File: config.mk
export PLATFORM = sky130hd
export DESIGN_NAME = mem_port_arbiter
export DESIGN_NICKNAME = d
export VERILOG_FILES = /design/src/rtl/riscv_pkg.sv /design/src/rtl/lsu_lane_align.sv /design/src/rtl/mem_port_arbiter.sv
export SDC_FILE = /design/constraint.sdc
export NUM_CORES = 1
export LEC_CHECK = 0
export ABC_AREA = 0
export BUFFER_PORTS_ARGS = -buffer_cell sky130_fd_sc_hd__buf_2
export CORE_AREA = 2 2 98 100
export CTS_CLUSTER_SIZE = 24
export DETAILED_ROUTE_END_ITERATION = 10
export DIE_AREA = 0 0 100 102
export GPL_ROUTABILITY_DRIVEN = 0
export GPL_TIMING_DRIVEN = 0
export SLEW_MARGIN = 5
export SYNTH_ARGS = -nofsm -noshare
export SYNTH_HDL_FRONTEND = slang
export SYNTH_SLANG_ARGS = --single-unit
File: constraint.sdc
create_clock -name clk_i -period 1.95 [get_ports clk_i]
set_input_delay 0.195 -clock clk_i [delete_from_list [all_inputs] [get_ports clk_i]]
set_output_delay 0.195 -clock clk_i [all_outputs]
set_load 0.05 [all_outputs]
File: src/rtl/riscv_pkg.sv
// Shared core types: data width, access sizes and the memory-port response descriptor.
package riscv_pkg;

  localparam int unsigned XLEN                = 32;
  localparam int unsigned MAX_DATA_STREAK_DEF = 2;

  typedef enum logic [1:0] {
    MEM_BYTE  = 2'b00,
    MEM_HALFW = 2'b01,
    MEM_WORD  = 2'b10
  } mem_size_e;

  typedef enum logic [2:0] {
    RESP_NONE = 3'd0,
    RESP_IF   = 3'd1,
    RESP_LD   = 3'd2,
    RESP_ST   = 3'd3,
    RESP_ERR  = 3'd4
  } resp_owner_e;

  typedef struct packed {
    resp_owner_e owner;
    logic [1:0]  off;
    mem_size_e   size;
    logic        uns;
  } resp_info_t;

endpackage

File: src/rtl/lsu_lane_align.sv
// Combinational byte-lane handling: store placement and byte enables, alignment check,
// and load extraction with sign/zero extension on the return path.
module lsu_lane_align
  import riscv_pkg::*;
#(
  parameter int unsigned XLEN = riscv_pkg::XLEN
) (
  input  logic [1:0]      req_off,
  input  logic [1:0]      req_size,
  input  logic [XLEN-1:0] req_wdata,
  output logic [3:0]      req_be,
  output logic [XLEN-1:0] req_wdata_lane,
  output logic            req_misaligned,
  input  logic [1:0]      resp_off,
  input  mem_size_e       resp_size,
  input  logic            resp_uns,
  input  logic [XLEN-1:0] rdata,
  output logic [XLEN-1:0] rdata_ext
);

  logic [XLEN-1:0] rdata_sh;

  always_comb begin
    req_be         = 4'b1111;
    req_wdata_lane = req_wdata;
    req_misaligned = 1'b0;
    case (req_size)
      MEM_BYTE: begin
        req_be         = 4'b0001 << req_off;
        req_wdata_lane = {(XLEN/8){req_wdata[7:0]}};
      end
      MEM_HALFW: begin
        req_be         = 4'b0011 << req_off;
        req_wdata_lane = {(XLEN/16){req_wdata[15:0]}};
        req_misaligned = req_off[0];
      end
      MEM_WORD: req_misaligned = (req_off != 2'b00);
      default:  req_misaligned = 1'b1;
    endcase
  end

  always_comb begin
    rdata_sh  = rdata >> {resp_off, 3'b000};
    rdata_ext = rdata_sh;
    case (resp_size)
      MEM_BYTE:  rdata_ext = {{(XLEN-8){~resp_uns & rdata_sh[7]}}, rdata_sh[7:0]};
      MEM_HALFW: rdata_ext = {{(XLEN-16){~resp_uns & rdata_sh[15]}}, rdata_sh[15:0]};
      default:   rdata_ext = rdata_sh;
    endcase
  end

endmodule

File: src/rtl/mem_port_arbiter.sv
// Shares one synchronous-read memory between instruction fetch and the load/store port,
// with bounded data priority and one-cycle responses.
module mem_port_arbiter
  import riscv_pkg::*;
#(
  parameter int unsigned XLEN            = riscv_pkg::XLEN,
  parameter int unsigned MEM_WORDS       = 1024,
  parameter int unsigned MAX_DATA_STREAK = riscv_pkg::MAX_DATA_STREAK_DEF,
  localparam int unsigned AW             = $clog2(MEM_WORDS)
) (
  input  logic            clk_i,
  input  logic            rst_i,
  input  logic            if_req_i,
  input  logic [XLEN-1:0] if_addr_i,
  output logic            if_gnt_o,
  output logic            if_rvalid_o,
  output logic [XLEN-1:0] if_rdata_o,
  input  logic            d_req_i,
  input  logic            d_we_i,
  input  logic [XLEN-1:0] d_addr_i,
  input  logic [1:0]      d_size_i,
  input  logic            d_unsigned_i,
  input  logic [XLEN-1:0] d_wdata_i,
  output logic            d_gnt_o,
  output logic            d_rvalid_o,
  output logic [XLEN-1:0] d_rdata_o,
  output logic            d_err_o,
  output logic            mem_req_o,
  output logic            mem_we_o,
  output logic [AW-1:0]   mem_addr_o,
  output logic [3:0]      mem_be_o,
  output logic [XLEN-1:0] mem_wdata_o,
  input  logic [XLEN-1:0] mem_rdata_i
);

  localparam int unsigned SW = (MAX_DATA_STREAK > 0) ? $clog2(MAX_DATA_STREAK + 1) : 1;

  logic            ready_q;
  logic [SW-1:0]   streak_q, streak_d;
  resp_info_t      resp_q, resp_d;

  logic            force_if, if_gnt, d_gnt;
  logic            out_of_range, misaligned, d_err_req;
  logic [3:0]      be_lane;
  logic [XLEN-1:0] wdata_lane, rdata_ext;

  logic unused_if_addr;
  assign unused_if_addr = ^{if_addr_i[XLEN-1:AW+2], if_addr_i[1:0]};

  lsu_lane_align #(
    .XLEN (XLEN)
  ) u_align (
    .req_off        (d_addr_i[1:0]),
    .req_size       (d_size_i),
    .req_wdata      (d_wdata_i),
    .req_be         (be_lane),
    .req_wdata_lane (wdata_lane),
    .req_misaligned (misaligned),
    .resp_off       (resp_q.off),
    .resp_size      (resp_q.size),
    .resp_uns       (resp_q.uns),
    .rdata          (mem_rdata_i),
    .rdata_ext      (rdata_ext)
  );

  // ready_q masks every output during reset and for the first cycle after release.
  always_comb begin
    force_if     = if_req_i && (streak_q == SW'(MAX_DATA_STREAK));
    if_gnt       = ready_q && if_req_i && (!d_req_i || force_if);
    d_gnt        = ready_q && d_req_i && !if_gnt;
    out_of_range = d_addr_i[XLEN-1:2] >= (XLEN-2)'(MEM_WORDS);
    d_err_req    = misaligned || out_of_range;
  end

  always_comb begin
    streak_d = streak_q;
    if (if_gnt || !if_req_i) begin
      streak_d = '0;
    end else if (d_gnt && (streak_q < SW'(MAX_DATA_STREAK))) begin
      streak_d = streak_q + 1'b1;
    end
  end

  always_comb begin
    resp_d = '0;
    if (if_gnt) begin
      resp_d.owner = RESP_IF;
    end else if (d_gnt) begin
      resp_d.owner = d_err_req ? RESP_ERR : (d_we_i ? RESP_ST : RESP_LD);
      resp_d.off   = d_addr_i[1:0];
      resp_d.size  = mem_size_e'(d_size_i);
      resp_d.uns   = d_unsigned_i;
    end
  end

  always_comb begin
    mem_req_o   = 1'b0;
    mem_we_o    = 1'b0;
    mem_addr_o  = '0;
    mem_be_o    = 4'b0000;
    mem_wdata_o = '0;
    if (if_gnt) begin
      mem_req_o  = 1'b1;
      mem_addr_o = if_addr_i[AW+1:2];
      mem_be_o   = 4'b1111;
    end else if (d_gnt && !d_err_req) begin
      mem_req_o   = 1'b1;
      mem_we_o    = d_we_i;
      mem_addr_o  = d_addr_i[AW+1:2];
      mem_be_o    = d_we_i ? be_lane : 4'b1111;
      mem_wdata_o = d_we_i ? wdata_lane : '0;
    end
  end

  always_comb begin
    if_rvalid_o = 1'b0;
    if_rdata_o  = '0;
    d_rvalid_o  = 1'b0;
    d_rdata_o   = '0;
    d_err_o     = 1'b0;
    if (ready_q) begin
      case (resp_q.owner)
        RESP_IF: begin
          if_rvalid_o = 1'b1;
          if_rdata_o  = mem_rdata_i;
        end
        RESP_LD: begin
          d_rvalid_o = 1'b1;
          d_rdata_o  = rdata_ext;
        end
        RESP_ST: d_rvalid_o = 1'b1;
        RESP_ERR: begin
          d_rvalid_o = 1'b1;
          d_err_o    = 1'b1;
        end
        default: ;
      endcase
    end
  end

  assign if_gnt_o = if_gnt;
  assign d_gnt_o  = d_gnt;

  always_ff @(posedge clk_i or posedge rst_i) begin
    if (rst_i) begin
      ready_q  <= 1'b0;
      streak_q <= '0;
      resp_q   <= '0;
    end else begin
      ready_q  <= 1'b1;
      streak_q <= streak_d;
      resp_q   <= resp_d;
    end
  end

endmodule
==> results.toml, run 1 <==
[outcome]
outcome = "complete, but fails checks"
violations = "setup timing"

[finish]
drive_above_1_share = 0.714
insertedDiodeCount = 0
layout_common_cells = "buf_2, buf_8, and2_1"
fin_nets = 726
fin_cells = 699
area_growth_pct = 155
post-route-util = 0.630
final_common_cell = "buf_2"

[grt]
grt_antenna_before_repair = 0
gr-usage-all-layers = 0.221
grt_max_degree = 12
grt_pass1_wl_mm = 17.9
overflow = 0
first_global_vias = 3578

[worst_setup_path]
required_ns = 1.75
crit_fanout = 5
cpPeakStageDelay_ns = 0.49
arrival_ns = 2.15
crit_path_frequent_cell = "buf_12"
cp_cell_sequence = "inv_2 -> ha_4 -> nand2_4 -> and4_1 -> or4b_4 -> buf_12 -> buf_12 -> a21oi_4 -> buf_8"
slowest_stage = "or4b_4"
crit_type = "flop to output port"
critPathLaunchType = "flop"
endpoint_kind = "output port"

[sta]
max_freq_ghz = 0.427
worst_slack_ns = -0.392
tightest_slew_ns = 0.640
min_period_ns = 2.34
rsz0062_at_grt = "yes"
relSlewSlack = 0.573
maxSlewViolCount = 0
final-hold-violation-count = 0
whs_ns = 0.175
setup-violations-final = 72
post-route-period-util = 1.20
skew_ns = 0.00237
fin_setup_tns_ns = -16.20

[floorplan]
dieArea_mm2 = 0.0102
die_w_um = 100
initial_core_util = 0.247
die_y_um = 102
core_mm2 = 0.00911
rows = 35
io_pins = 253

[route]
wl_per_cell_um = 18.8
firstDrtPassIters = 4
vias = 3597
drc = 0
via_per_inst = 5.15
drt-initial-drc-count = 57
wl_mm = 13.2
drtAntennaViolNets = 0

[pwr]
power.density_mw_per_mm2 = 212
peakVddDrop_v = 0.000178
leakage_uw = 0.00265

[synthesis]
ys_top_cells_by_area = "and2_1, dfrtp_1, mux2i_1"
synth_ff_type = "dfrtp_1"
seq_area_frac_synth = 0.122
syn_avg_cell_area_um2 = 6.92
ys_warn_count = 0
syn-instance-count = 325
yosysUniqueCellTypes = 44
synthArstFlopShare = 1.00
syn_nets = 462
synth_top_area_cell = "and2_1"
synth_edf_count = 0
netlist.area_leader.share = 0.122
synth.cell_area_mm2 = 0.00225
ys_seq_elements = 11

[cts]
insertion_delay_ns = 0.23
cts_tree = "done"
htreeDepth = 1
cts_inserted_buffers = 3
numClockSinks = 11
clockBufferDepth = 2
root_buffer = "clkbuf_8"
clkTransAtPathRegs_ns = 0.05

[place]
dp_cells = 665
io_buffer_count = 229
dp_hpwl_mm = 9.30

[hold_path]
hold_class = "input port to flop"

[run]
drv_cap = 0
-- metrics by stage --
step,instance area [um2],total power (uW),setup slack [ns]
detailed placement,3990,828,-0.451
global placement,3990,819,-0.410
global route,5740,1280,-0.469
CTS,5130,1120,-0.375
floorplan,2710,596,-0.415
finish,5740,1220,-0.392
-- Yosys cell counts, drive strengths merged, types with 2 or more instances --
cell / n
and2: 44
nor2: 31
a21oi: 29
mux2i: 25
nand2: 21
o21ai: 19
and3: 18
clkbuf: 17
a211oi: 14
buf: 13
a21o: 12
a22o: 11
dfrtp: 11
mux2: 10
nor2b: 9
inv: 7
nor4: 5
nand2b: 4
or2: 3
nor3b: 2
o21bai: 2
-- critical path: cells and delay by family (launching register included) --
family | cells | cell delay [ns]
flops | 1 | 0.38
simple gates | 3 | 0.71
buf+inv | 4 | 0.54
fa+ha+maj | 1 | 0.16
compound gates | 1 | 0.12
-- path summary, 6_finish.rpt --
path,from,to,slack (ns),depth (start not counted)
max reg2reg,streak_q[0]$_DFFE_PP0P_,resp_q[5]$_DFF_PP0_,0.22,8
min in group asynchronous,rst_i,resp_q[5]$_DFF_PP0_,0.49,3
min,d_unsigned_i,resp_q[0]$_DFF_PP0_,0.18,2
max in group asynchronous,rst_i,resp_q[4]$_DFF_PP0_,1.16,3
max,streak_q[0]$_DFFE_PP0P_,mem_wdata_o[15],-0.39,9
min reg2reg,streak_q[1]$_DFFE_PP0P_,streak_q[1]$_DFFE_PP0P_,0.70,3
-- cell type report --
class,count,area [um2]
Fill cell,744,3370
Buffer,25,225
Timing Repair Buffer,264,2300
Multi-Input combinational cell,277,2710
Sequential cell,11,279
Clock buffer,4,45.0
Tap cell,111,139
Inverter,7,30.0
-- cell families after synthesis --
family	Yosys count	share of synthesized area
simple gates	149	0.375
mux	35	0.161
other cells	1	0.00167
buf+inv	37	0.0712
fa+ha+maj	1	0.00556
compound gates	90	0.259
flops	11	0.122
xor+xnor	1	0.00389
-- what timing repair did --
action	CTS	global route
hold buffers	1	0
buffers inserted	26	6
resized for setup	244	162
endpoints found under the setup margin	111	110
pin swaps	14	11
gates cloned	2	2
endpoints found under the hold margin	11	0
-- registers in the layout, indices dropped and copies added, names as in the netlist --
signal and flops:
streak_q 2, ready_q 1, resp_q 8
-- where the power goes --
group	switching, uW	internal, uW	leakage (uW)
Clock	77.2	143	0.0000228
Sequential	14.2	239	0.000142
Combinational	435	308	0.00248
-- layer usage --
metal,GRT usage,vias to the layer above,routed length [um]
met3,0.0328,34,854
met5,0,-,0
met4,0.0622,0,462
met2,0.452,193,7450
met1,0.231,1695,4390
li1,-,1675,-
Note: power is estimated with default switching activity, not from simulation.
==> run 2: changes to the inputs <==
clock period = 2.4 ns   (was 1.95 ns; I/O delays follow)
==> run 2 against run 1 <==
The run ends with hold timing left. Via count down 5.6%. Hold slack worse by 0.19 ns. Global-route usage down 1.7 points. Clock-buffer cell count unchanged. Cell area down 28%. Core utilization down 18 points. Register-to-register slack better by 0.54 ns. Die area unchanged. Critical path type unchanged.
==> results.toml, run 2 (same netlist as run 1, synthesis figures left out) <==
[pwr]
finalPower_uw = 840
leakage_uw = 0.00230
pwr-share-clk = 0.210
power.density_mw_per_mm2 = 205
switching_share = 0.417
power.internal_uw = 490
peakVddDrop_v = 0.000116
p_switching_uw = 350
p_comb_frac = 0.549
p_seq_frac = 0.241

[floorplan]
die_y_um = 102
rows = 35
io_pins = 253
dieArea_mm2 = 0.0102
core_mm2 = 0.00911
die_w_um = 100
initial_core_util = 0.247

[sta]
whs_ns = -0.0137
post-route-period-util = 0.991
tightest_slew_ns = 0.633
skew_ns = 0.000735
min_period_ns = 2.38
final-hold-violation-count = 11
max_freq_ghz = 0.420
fin_setup_tns_ns = 0
rsz0062_at_grt = "yes"
maxSlewViolCount = 0
relSlewSlack = 0.578
worst_slack_ns = 0.0208
setup-violations-final = 0

[finish]
design_area_mm2 = 0.00410
drive_above_1_share = 0.543
fin_nets = 700
largest_reg_flops = 8
area_growth_pct = 82.4
nFillCells = 919
layout_common_cells = "buf_2, and2_1, buf_4"
top_register = "resp_q"
post-route-util = 0.450
final_common_cell = "buf_2"
insertedDiodeCount = 0
biggestRegsByFlops = "resp_q: 8 flops, streak_q: 2 flops, ready_q: 1 flops"

[route]
firstDrtPassIters = 6
wl_mm = 11.2
drt-initial-drc-count = 75
drc = 0
vias = 3394
via_per_inst = 5.04
drtAntennaViolNets = 0
wl_per_cell_um = 16.6

[hold_path]
hold_class = "input port to async pin"

[run]
drv_cap = 0

[place]
io_buffer_count = 229
place_ws_ns = -0.118
dp_hpwl_mm = 9.10
place_area_mm2 = 0.00359

[cts]
clockBufferDepth = 2
cts_inserted_buffers = 3
htreeDepth = 1
clkTransAtPathRegs_ns = 0.05
insertion_delay_ns = 0.23
cts_tree = "done"
numClockSinks = 11
postCtsHoldBufs = 0
root_buffer = "clkbuf_8"

[outcome]
outcome = "complete, but fails checks"
violations = "hold timing"

[worst_setup_path]
crit_end = "mem_wdata_o[30]"
worstRegToRegCells = 6
crit_fanout = 6
reg2reg_from = "streak_q[1]$_DFFE_PP0P_"
required_ns = 2.16
rrSetupSlack_ns = 0.76
regToRegEndpoint = "resp_q[5]$_DFF_PP0_"
crit_start = "streak_q[1]$_DFFE_PP0P_"
crit_type = "flop to output port"
arrival_ns = 2.14
critPathLaunchType = "flop"
endpoint_kind = "output port"

[grt]
gr-usage-all-layers = 0.204
overflow = 0
grt_pass1_wl_mm = 16.5
first_global_vias = 3248
grt_max_degree = 12
grt_antenna_before_repair = 0
-- run 2: cell types whose count changed in the layout (fill, tap and decap cells not counted), sizes merged --
cell,before,now
clkinvlp,1,0
dlygate4sd3,1,0
buf,264,229
clkbuf,28,38
inv,6,7
-- run 2: worst min path at each step --
stage / from / to / slack, ns / cells past startpoint
after global placement: rst_i / streak_q[0]$_DFFE_PP0P_ / 0.25 / 2
after detailed placement: rst_i / streak_q[1]$_DFFE_PP0P_ / 0.26 / 2
after global routing: rst_i / streak_q[0]$_DFFE_PP0P_ / 0.03 / 2
after CTS: rst_i / streak_q[0]$_DFFE_PP0P_ / 0.007 / 2
after floorplan: rst_i / ready_q$_DFF_PP0_ / 0.09 / 1
final: rst_i / streak_q[0]$_DFFE_PP0P_ / -0.01 / 2
-- run 2: critical path: stages (launching register included) --
cell and delay (ns):
dfrtp_2 0.44, ha_4 0.17, nand2_2 0.06, and4_1 0.16
or4b_4 0.48, buf_8 0.16, clkbuf_16 0.16, nor2_4 0.11
buf_8 0.15
-- run 2: power by group through the flow --
| stage | Combinational (uW) | Clock, uW | Sequential [uW] |
|---|---|---|---|
| floorplan | 254 | 0 | 201 |
| global placement | 429 | 0 | 203 |
| detailed placement | 437 | 0 | 203 |
| CTS | 445 | 182 | 201 |
| global route | 496 | 193 | 204 |
| finish | 461 | 177 | 202 |
-- run 2: cell type report --
cell class	instances	area [um2]	share of cell area
Buffer	26	158	0.0384
Clock buffer	4	45.0	0.0110
Inverter	7	26.3	0.00640
Multi-Input combinational cell	277	2010	0.489
Sequential cell	11	277	0.0674
Tap cell	111	139	0.0339
Timing Repair Buffer	237	1450	0.354
-- run 2: timing repair --
item | in CTS | in global routing
pin swaps | 4 | 16
endpoints found under the setup margin | 73 | 74
resized for setup | 59 | 85
gates cloned | 1 | 1
buffers inserted | 1 | 5
-- run 2: layer usage --
metal | vias up | part of all wire | track usage
li1 | 1626 | - | -
met1 | 1547 | 0.36 | 0.221
met2 | 197 | 0.54 | 0.406
met3 | 24 | 0.071 | 0.0267
met4 | 0 | 0.029 | 0.0653
met5 | - | 0 | 0
-- run 2: through the flow --
step	instances	hold slack [ns]
3_5_place_dp	665	0.257
2_1_floorplan	325	0.0924
3_3_place_gp	665	0.246
6_report	673	-0.0137
5_1_grt	673	0.0270
4_1_cts	668	0.00720
==> run 3: changes to the inputs <==
clock period = 2.75 ns   (was 2.4 ns; I/O delays follow)
==> run 3 against run 2 <==
The flow now finishes without violations. Clock-buffer cell count unchanged. Sequential cell count unchanged. Total power decreased by 15%. Combinational power down 18%. Cell count down 0.74%. Critical endpoint is now mem_wdata_o[27]. Largest cell class unchanged. Highest routed layer unchanged.
==> results.toml, run 3 (same netlist as run 1, synthesis figures left out) <==
[finish]
layout_common_cells = "buf_2, and2_1, nor2_1"
final_common_cell = "buf_2"
design_area_mm2 = 0.00361
drive_above_1_share = 0.476
largest_reg_flops = 8
insertedDiodeCount = 0
fin_nets = 695
top_register = "resp_q"
area_growth_pct = 60.6
fin_cells = 668
biggestRegsByFlops = "resp_q: 8 flops, streak_q: 2 flops, ready_q: 1 flops"

[cts]
root_buffer = "clkbuf_8"
clkTransAtPathRegs_ns = 0.05
insertion_delay_ns = 0.23
clockBufferDepth = 2
cts_tree = "done"
htreeDepth = 1
numClockSinks = 11
cts_inserted_buffers = 3
post-cts-setup-buffer-count = 0

[floorplan]
dieArea_mm2 = 0.0102
die_y_um = 102
initial_core_util = 0.247
rows = 35
die_w_um = 100
core_mm2 = 0.00911
io_pins = 253

[route]
drc = 0
wl_mm = 10.6
vias = 3270
firstDrtPassIters = 6
wl_per_cell_um = 15.9
drtAntennaViolNets = 0
via_per_inst = 4.90
drt-initial-drc-count = 80

[place]
place_area_mm2 = 0.00353
dp_hpwl_mm = 9.03
io_buffer_count = 229
place_ws_ns = 0.175
dp_cells = 665

[sta]
max_freq_ghz = 0.391
fin_setup_tns_ns = 0
skew_ns = 0.00506
setup-violations-final = 0
whs_ns = 0.0147
final-hold-violation-count = 0
post-route-period-util = 0.931
tightest_slew_ns = 0.645
min_period_ns = 2.56
relSlewSlack = 0.570
maxSlewViolCount = 0
rsz0062_at_grt = "no"
worst_slack_ns = 0.190

[worst_setup_path]
cp_cell_sequence = "inv_1 -> ha_1 -> nand2_1 -> and4_1 -> or4b_1 -> buf_6 -> buf_6 -> nor2_1 -> buf_2"
crit_type = "flop to output port"
regToRegEndpoint = "resp_q[5]$_DFF_PP0_"
rrSetupSlack_ns = 0.98
required_ns = 2.48
reg2reg_from = "streak_q[0]$_DFFE_PP0P_"
critPathLaunchType = "flop"
crit_path_frequent_cell = "buf_6"
worstRegToRegCells = 7
slowest_stage = "or4b_1"
cpPeakStageDelay_ns = 0.44
arrival_ns = 2.29
crit_fanout = 10
endpoint_kind = "output port"

[outcome]
outcome = "finished clean"

[pwr]
leakage_uw = 0.00221
peakVddDrop_v = 0.000141
power.density_mw_per_mm2 = 196

[run]
drv_cap = 0

[grt]
first_global_vias = 3091
grt_max_degree = 12
grt_antenna_before_repair = 0
overflow = 0
gr-usage-all-layers = 0.194
grt_pass1_wl_mm = 15.9

[hold_path]
hold_class = "input port to async pin"
==> run 3: cell types whose count changed in the layout (fill, tap and decap cells not counted), sizes merged <==
cell    change
buf        +12
clkbuf     -17
==> run 3: critical path, delay by kind of cell (launching register included) <==
kind | cells | cell delay, ns
buffers and inverters | 4 | 0.65
and+or+nand+nor | 4 | 0.83
DFF | 1 | 0.36
adders and majority gates | 1 | 0.21
==> run 3: through the flow <==
step	total power, uW	utilization
6_report	710	0.397
5_1_grt	759	0.397
4_1_cts	713	0.395
3_5_place_dp	552	0.388
3_3_place_gp	545	0.388
2_1_floorplan	393	-
==> run 3: layout make-up <==
type	instances	area, um2
well taps	111	139
inverters	7	26.3
fillers	1013	5500
clock buffers	4	45.0
repair buffers	229	1150
plain buffers	29	136
multi-input cells	277	1840
flip-flops and latches	11	275
==> run 3: worst max-delay path by stage <==
| stage | startpoint | cells past startpoint | end |
|---|---|---|---|
| 6_report | streak_q[0]$_DFFE_PP0P_ | 9 | mem_wdata_o[27] |
| 5_1_grt | resp_q[4]$_DFF_PP0_ | 7 | d_rdata_o[8] |
| 4_1_cts | streak_q[0]$_DFFE_PP0P_ | 8 | mem_wdata_o[21] |
| 3_5_place_dp | resp_q[7]$_DFF_PP0_ | 7 | d_rdata_o[30] |
| 3_3_place_gp | resp_q[7]$_DFF_PP0_ | 7 | d_rdata_o[30] |
| 2_1_floorplan | resp_q[7]$_DFF_PP0_ | 5 | d_rdata_o[16] |
==> run 3: where the power goes <==
part | switching, uW | total [uW] | internal [uW] | leakage [uW]
registers | 6.43 | 176 | 169 | 0.000147
logic | 229 | 378 | 149 | 0.00204
clock network | 55.1 | 156 | 101 | 0.0000228
total | 290 | 710 | 420 | 0.00221
==> run 3: layer usage <==
metal,track usage,wire length [um],part of all wire,up-vias
li1,-,-,-,1611
met2,0.399,5680,0.54,191
met1,0.210,3980,0.37,1460
met3,0.0315,841,0.079,8
met4,0.0316,112,0.011,0
met5,0,0,0,-
==> run 3: what timing repair did <==
action,in CTS,in global routing
endpoints found under the setup margin,8,37
gates resized for setup,3,11
hold endpoints to repair,0,0
hold buffers,0,0
pin swaps,0,2
